$ cat config.mk
export PLATFORM = sky130hd
export DESIGN_NAME = ps2_kb_rx
export DESIGN_NICKNAME = d
export VERILOG_FILES = /design/src/rtl/ps2_kb_rx.sv
export SDC_FILE = /design/constraint.sdc
export NUM_CORES = 1
export LEC_CHECK = 0
export CAP_MARGIN = 15
export CORE_MARGIN = 2
export CORE_UTILIZATION = 30
export DETAILED_ROUTE_END_ITERATION = 16
export GPL_TIMING_DRIVEN = 0
export HOLD_SLACK_MARGIN = 0.15
export PLACE_DENSITY = 0.48
export SYNTH_ARGS = -nofsm -noshare
export SYNTH_HDL_FRONTEND = slang
export SYNTH_SLANG_ARGS = --single-unit
$ cat constraint.sdc
create_clock -name clk -period 6.05 [get_ports clk]
set_clock_uncertainty 0.05 [all_clocks]
set_input_delay 1.5125 -clock clk [delete_from_list [all_inputs] [get_ports clk]]
set_output_delay 1.5125 -clock clk [all_outputs]
set_load 0.01 [all_outputs]
$ cat src/rtl/ps2_kb_rx.sv
// ps2_kb_rx: PS/2 keyboard receiver plus make/break scan-code tracker.
// Latency: key_code/rx_byte/strobes update one cycle after the STOP edge is detected; frame_err is coincident with it.
// No backpressure: bytes arrive at PS/2 pace, key_code is a held level. Optional macro: PS2_PARITY_CHECK_EN (enforce odd parity).
module ps2_kb_rx #(
  parameter int unsigned TIMEOUT_CYC = 200000
) (
  input  logic       clk,
  input  logic       rst,
  input  logic       ps2_clk,
  input  logic       ps2_data,
  output logic [7:0] key_code,
  output logic       key_valid,
  output logic [7:0] rx_byte,
  output logic       rx_strobe,
  output logic       frame_err
);

  // Frame FSM encoding
  localparam logic [1:0] ST_IDLE   = 2'd0;
  localparam logic [1:0] ST_DATA   = 2'd1;
  localparam logic [1:0] ST_PARITY = 2'd2;
  localparam logic [1:0] ST_STOP   = 2'd3;

  localparam logic [17:0] TO_LAST = 18'(TIMEOUT_CYC - 1);

  localparam logic [7:0] CODE_EXT = 8'hE0;
  localparam logic [7:0] CODE_BRK = 8'hF0;

  // ---------------------------------------------------------------------
  // Input conditioning
  // ---------------------------------------------------------------------
  logic clk_s1_q, clk_s2_q, clk_prev_q;
  logic dat_s1_q, dat_s2_q;
  logic fall;
  logic bit_in;

  // Two-flop synchronizers plus an edge register; reset high because the bus idles high
  always_ff @(posedge clk or posedge rst) begin
    if (rst) begin
      clk_s1_q   <= 1'b1;
      clk_s2_q   <= 1'b1;
      clk_prev_q <= 1'b1;
      dat_s1_q   <= 1'b1;
      dat_s2_q   <= 1'b1;
    end else begin
      clk_s1_q   <= ps2_clk;
      clk_s2_q   <= clk_s1_q;
      clk_prev_q <= clk_s2_q;
      dat_s1_q   <= ps2_data;
      dat_s2_q   <= dat_s1_q;
    end
  end

  // Data and clock share synchronizer depth, so bit_in is the pad value at the falling edge
  assign fall   = clk_prev_q & ~clk_s2_q;
  assign bit_in = dat_s2_q;

  // ---------------------------------------------------------------------
  // Frame FSM and timeout
  // ---------------------------------------------------------------------
  logic [1:0]  state_q, state_d;
  logic [2:0]  bit_cnt_q, bit_cnt_d;
  logic [7:0]  shift_q, shift_d;
  logic        par_q, par_d;
  logic [17:0] to_cnt_q, to_cnt_d;
  logic        parity_ok;
  logic        timeout_hit;
  logic        good_frame;
  logic        err;

`ifdef PS2_PARITY_CHECK_EN
  // Odd parity: data bits plus parity bit must contain an odd number of ones
  assign parity_ok = ^{shift_q, par_q};
`else
  // Parity bit is clocked in but deliberately not checked
  logic unused_par;
  assign unused_par = par_q;
  assign parity_ok  = 1'b1;
`endif

  // A real edge always takes priority over the timeout terminal count
  assign timeout_hit = (state_q != ST_IDLE) && (to_cnt_q == TO_LAST) && !fall;

  // Next-state logic for frame deserialization and the stall timeout
  always_comb begin
    state_d    = state_q;
    bit_cnt_d  = bit_cnt_q;
    shift_d    = shift_q;
    par_d      = par_q;
    good_frame = 1'b0;
    err        = 1'b0;

    if (fall || (state_q == ST_IDLE)) begin
      to_cnt_d = 18'd0;
    end else begin
      to_cnt_d = to_cnt_q + 18'd1;
    end

    if (fall) begin
      case (state_q)
        ST_IDLE: begin
          if (!bit_in) begin
            state_d   = ST_DATA;
            bit_cnt_d = 3'd0;
          end else begin
            // Start bit must be low; a high one is a framing error
            err = 1'b1;
          end
        end
        ST_DATA: begin
          shift_d   = {bit_in, shift_q[7:1]};
          bit_cnt_d = bit_cnt_q + 3'd1;
          if (bit_cnt_q == 3'd7) begin
            state_d = ST_PARITY;
          end
        end
        ST_PARITY: begin
          par_d   = bit_in;
          state_d = ST_STOP;
        end
        default: begin
          if (bit_in && parity_ok) begin
            good_frame = 1'b1;
          end else begin
            err = 1'b1;
          end
          state_d = ST_IDLE;
        end
      endcase
    end else if (timeout_hit) begin
      // Returning to IDLE clears the counter, so this fires only once per stall
      state_d = ST_IDLE;
      err     = 1'b1;
    end
  end

  // Frame FSM registers
  always_ff @(posedge clk or posedge rst) begin
    if (rst) begin
      state_q   <= ST_IDLE;
      bit_cnt_q <= 3'd0;
      shift_q   <= 8'h00;
      par_q     <= 1'b0;
      to_cnt_q  <= 18'd0;
    end else begin
      state_q   <= state_d;
      bit_cnt_q <= bit_cnt_d;
      shift_q   <= shift_d;
      par_q     <= par_d;
      to_cnt_q  <= to_cnt_d;
    end
  end

  // ---------------------------------------------------------------------
  // Scan-code tracker
  // ---------------------------------------------------------------------
  logic [7:0] key_q, key_d;
  logic       key_valid_q, key_valid_d;
  logic [7:0] rx_byte_q, rx_byte_d;
  logic       rx_strobe_q, rx_strobe_d;
  logic       ext_q, ext_d;
  logic       brk_q, brk_d;

  // ext is tracked so prefixes are consumed, but extended keys map to their plain code
  logic unused_ext;
  assign unused_ext = ext_q;

  // Prefix flags and held-key update, evaluated only on good frames
  always_comb begin
    key_d       = key_q;
    key_valid_d = 1'b0;
    rx_byte_d   = rx_byte_q;
    rx_strobe_d = 1'b0;
    ext_d       = ext_q;
    brk_d       = brk_q;

    if (good_frame) begin
      rx_byte_d   = shift_q;
      rx_strobe_d = 1'b1;
      if (shift_q == CODE_EXT) begin
        ext_d = 1'b1;
      end else if (shift_q == CODE_BRK) begin
        brk_d = 1'b1;
      end else begin
        if (!brk_q) begin
          // Make: last-pressed wins; typematic repeats do not pulse
          if (shift_q != key_q) begin
            key_d       = shift_q;
            key_valid_d = 1'b1;
          end
        end else begin
          // Break: only releases the key currently held
          if ((shift_q == key_q) && (key_q != 8'h00)) begin
            key_d       = 8'h00;
            key_valid_d = 1'b1;
          end
        end
        ext_d = 1'b0;
        brk_d = 1'b0;
      end
    end
  end

  // Tracker and output registers
  always_ff @(posedge clk or posedge rst) begin
    if (rst) begin
      key_q       <= 8'h00;
      key_valid_q <= 1'b0;
      rx_byte_q   <= 8'h00;
      rx_strobe_q <= 1'b0;
      ext_q       <= 1'b0;
      brk_q       <= 1'b0;
    end else begin
      key_q       <= key_d;
      key_valid_q <= key_valid_d;
      rx_byte_q   <= rx_byte_d;
      rx_strobe_q <= rx_strobe_d;
      ext_q       <= ext_d;
      brk_q       <= brk_d;
    end
  end

  assign key_code  = key_q;
  assign key_valid = key_valid_q;
  assign rx_byte   = rx_byte_q;
  assign rx_strobe = rx_strobe_q;
  // All terms come from registers, so this pulse is clean for one cycle
  assign frame_err = err;

endmodule

# Word-level counts from Yosys, hierarchy flattened
# Cells that the tools add are included.
# totals
input_bits	4
regBits	55
wordCells	76
# classes
eq_ne	12
reduce_logical	18
bitwise	4
n_mux	26
add_sub_neg	2
# op_table
cell	count
two-way mux 8 bit	3
adder 18 x 1 -> 18 bit, second input constant	1
equality test 18 bit, second input constant	1
two-way mux 18 bit	1
equality test 8 bit, second input constant	2
two-way mux 1 bit	14
equality test 8 bit	1
two-way mux 2 bit	4
!= test 8 bit	1
nonzero test 2 bit	4
nonzero test 8 bit	1
!= test 3 bit, second input constant	2
case mux 2 bit (3 select lines)	1
case mux 3 bit (2 select lines)	1
AND reduction 3 bit	2
AND reduction 5 bit	1
AND reduction 2 bit	2
adder 3 x 1 -> 3 bit, second input constant	1
equality test 3 bit, second input constant	1
logical AND 1 bit	3
two-way mux 3 bit	1
inverter 1 bit	3
OR reduction 3 bit	1
equality test 2 x 1 -> 1 bit, second input constant	1
9 further kinds	9

# Depth between registers and ports, before layout
# Gate-level depths: netlist of run 1.
# logic_depth
depth_word	7
depth_mapped	6

# Worst setup path before layout of run 1
# OpenSTA, ideal clock, no wires.
# synth_path
kind	reg-to-output
from	register to_cnt_q[12]
to	output port frame_err
n_path_buf	0
stages_incl_launch_ff	5
path_slack_ns	2.981
arrival_ns	1.507
cell_sequence	dfrtp_1 or4b_2 nor4_1 nand4_1 nand2_1
# synth_between
elab_chain_len	5
# synth_rtl
item	line_no	source
from (decl)	65	logic [17:0] to_cnt_q, to_cnt_d;
from (signal assigned)	150	to_cnt_q <= to_cnt_d;
equality test 18 bit	82	assign timeout_hit = (state_q != ST_IDLE) && (to_cnt_q == TO_LAST) && !fall;
logical AND 1 bit (2 in series)	82	
two-way mux 1 bit	130	end else if (timeout_hit) begin
two-way mux 1 bit	99	if (fall) begin
to (decl)	15	output logic frame_err
# No other way between the ends.

# Worst setup path after layout of run 1
# Ends and elaborated chain as after synthesis.

==> results of run 1 <==
## power breakdown
part	switching (mW)	leakage, nW	total, mW	internal, mW
clock	0.117	0.0524	0.241	0.124
sequential	0.0542	0.737	0.461	0.407
combinational	0.137	0.617	0.245	0.108
total	0.309	1.41	0.948	0.639
## synth_stat cells, drive strengths merged (2+ instances only)
cell     count  share of area, %
clkbuf       6              0.82
a22oi        8               2.2
dfrtp       50                46
nand3       14               2.6
a311o        8               2.9
or4          2              0.69
or3          5               1.1
nor3         5              0.92
dfstp        5               4.8
a32o         2              0.73
or2          2              0.46
buf          4              0.69
nand2       23               3.2
xnor2        8               2.6
and2        12               2.7
a31o         2              0.64
a21oi        6               1.1
nor2        16               2.2
ha           8               3.7
nor4         8               1.8
mux2i        2              0.73
inv          6              0.82
o21ai        7               1.3
o2111ai      4               1.3
mux2        15               6.2
a21o         2              0.55
xor2        11               3.5
nand4        4               1.4
## layout by cell type, fill, tap and decap left out, types with 8 or more instances in the layout
| cell type | Yosys | layout |
|---|---|---|
| xor2_1 | 11 | 11 |
| and2_1 | 12 | 12 |
| a311o_1 | 8 | 8 |
| nand3_1 | 14 | 14 |
| clkbuf_1 | 6 | 8 |
| ha_1 | 8 | 8 |
| nor4_1 | 8 | 8 |
| nor2_1 | 16 | 16 |
| a22oi_1 | 8 | 8 |
| nand2_1 | 23 | 23 |
| dfrtp_1 | 50 | 50 |
| clkdlybuf4s50_1 | 0 | 22 |
| mux2_2 | 15 | 15 |
| xnor2_1 | 8 | 8 |
## metal layers
metal  track usage, %  share of wire, %  vias to the layer above  wire (um)
met2             18.7                45                       32       2530
met5                0                 0                        -          0
li1                 -                 -                      974          -
met1             17.0                50                      946       2810
met4             2.85              0.88                        0         49
met3             2.95               3.3                        2        182
## cell type report
cell class              instances  area (um2)
fillers                       880        5550
flip-flops and latches         55        1380
multi-input cells             182        1280
repair buffers                 23         240
well taps                     108         135
clock buffers                   7        76.3
plain buffers                  10        41.3
clock inverters                 1        30.0
inverters                       7        26.3
## sequential cells by signal (all words and copies together) (netlist names), 2 cells and up
| register | cells |
|---|---|
| shift_q | 8 |
| to_cnt_q | 18 |
| bit_cnt_q | 3 |
| rx_byte | 8 |
| key_code | 8 |
| state_q | 2 |
## per-stage QoR
step / worst slack (ns) / power [mW] / util (%) / instance area, um2 / hold WS (ns)
after detailed placement: 2.25 / 0.715 / 35.5 / 3110 / 0.299
after global routing: 1.79 / 1.02 / 36.7 / 3210 / 0.316
final: 1.93 / 0.948 / 36.7 / 3210 / 0.312
after CTS: 1.90 / 0.963 / 36.7 / 3210 / 0.315
after global placement: 2.05 / 0.715 / 35.2 / 3090 / 0.297
after floorplan: 2.98 / 0.630 / - / 2730 / 0.295
## logic make-up after synthesis
family / Yosys count / share of synthesized area, %
buffers and inverters: 17 / 2.47
AND/OR/NAND/NOR: 97 / 19.0
flip-flops: 55 / 50.6
AO/OA/AOI/OAI: 41 / 11.3
adder cells (fa/ha/maj): 8 / 3.66
multiplexers: 17 / 6.92
XOR/XNOR: 19 / 6.09
## worst paths after layout
| kind | from | end | slack, ns | cells past startpoint |
|---|---|---|---|---|
| hold reg to reg | clk_s1_q$_DFF_PP1_ | clk_s2_q$_DFF_PP1_ | 0.31 | 0 |
| hold / removal | clk_s1_q$_DFF_PP1_ | clk_s2_q$_DFF_PP1_ | 0.31 | 0 |
| min in group asynchronous | rst | rx_byte[0]$_DFFE_PP0P_ | 1.42 | 2 |
| setup reg to reg | clk_prev_q$_DFF_PP1_ | to_cnt_q[13]$_DFF_PP0_ | 3.95 | 6 |
| max in group asynchronous | rst | bit_in$_DFF_PP1_ | 3.94 | 3 |
| setup / recovery | to_cnt_q[12]$_DFF_PP0_ | frame_err | 1.93 | 5 |
==> out/summary.txt, run 1 <==
die area: 9880 um2
PostCTS Resize Cnt: 0
Congestion Overflow GR: 0
Die Y: 99.4 um
CP max stage delay: 0.67 ns
worst IR drop on VDD: 0.0983 mV
TritonCTS Buffers: 5
Main synth FF type: dfrtp_1
Max Buffers Root-to-Sink: 2
Buffers on Ports: 22
P per Cell Area: 295 nW/um2
max-slew violation count: 0
Crit. End Element: primary output
std cell rows: 34
DR iter-0 viols: 97
crit path DAT: 2.55 ns
Post-Synthesis Cells: 254
initial antenna violation count: 0
CP max-delay cell: or4b_2
fin crit period: 4.12 ns
critical path startpoint category: flip-flop
worst-skew pair later-pin latency: 0.31 ns
syn nets: 266
syn_area_per_cell: 10.8 um2
vias per inst: 4.97
Initial Util: 31.2%
# IOs: 23
largest net degree at the start of global routing: 43
RSZ-0062 raised after global routing: false
routed len/inst: 14.2 um
Synth Cell Area: 2730 um2
final non-filler cell total: 393
GPL Wtd Cong: 0.768
Worst Hold Class: reg2reg
Detail Route Antenna Nets: 0
Die W: 99.4 um
Synth Register Bits: 55
number of synthesized flops with an enable pin: 0
Reg clk slew, reported paths: 0.09 ns
Sink Count: 55
leakage: 1.41 nW
crit-path cells: or4b_2, nor4_1, nand4_1, nand2_1, clkdlybuf4s50_1
first drt pass iteration count: 4
htree depth: 2
Final Hold Vio Count: 0
number of library cell types mapped by synthesis: 41
CP bufs+invs: 1
CP max FO: 5
Worst Tran Pin Value: 0.628 ns
max cap viols: 0
Worst path top cell family by delay: simple AND/OR/NAND/NOR gates
Clock Tree Root: clkbuf_8
CTS tree: built
total length of routed wires: 5570 um
fraction of layout cells with a size suffix above 1: 14.0%
total core area: 8760 um2
vias in the first global route: 1915
Final period util: 68.0%
GR Util All Layers: 12.0%
asr flop ratio synth: 100%
routed vias: 1954
critical path class: reg2out
placed cells: 385
register area share after synthesis: 50.6%
YS warnings: 0
Slew HR: 57.9%
P&R area growth vs syn: 17.6%
status: complete, no violations
FMAX: 243 MHz
Sum Neg Setup Slack: 0 ns
post-DP HPWL: 3830 um
global-route wire length before repair: 9630 um
Setup violations, final: 0
Req. time, crit path: 4.49 ns
hold-fix buffers at CTS: 0
post-CTS setup buffer count: 0
antenna fix cells: 0
nets: 296
# DRC: 0
No activity file was read; power rests on OpenSTA's default activity.
==> run 2, diff against run 1 <==
clock period = 4.05 ns   (was 6.05 ns; I/O delays follow)
==> results of run 2 <==
Same layout as run 1 (identical final DEF). Status: complete, no violations.
Main changes from that run: setup slack after placement 2.25 ns -> 0.752 ns; setup slack after layout 1.93 ns -> 0.434 ns; register-to-register setup slack 3.95 ns -> 1.95 ns; total power 0.948 mW -> 1.42 mW; worst IR drop on VDD 0.0983 mV -> 0.147 mV
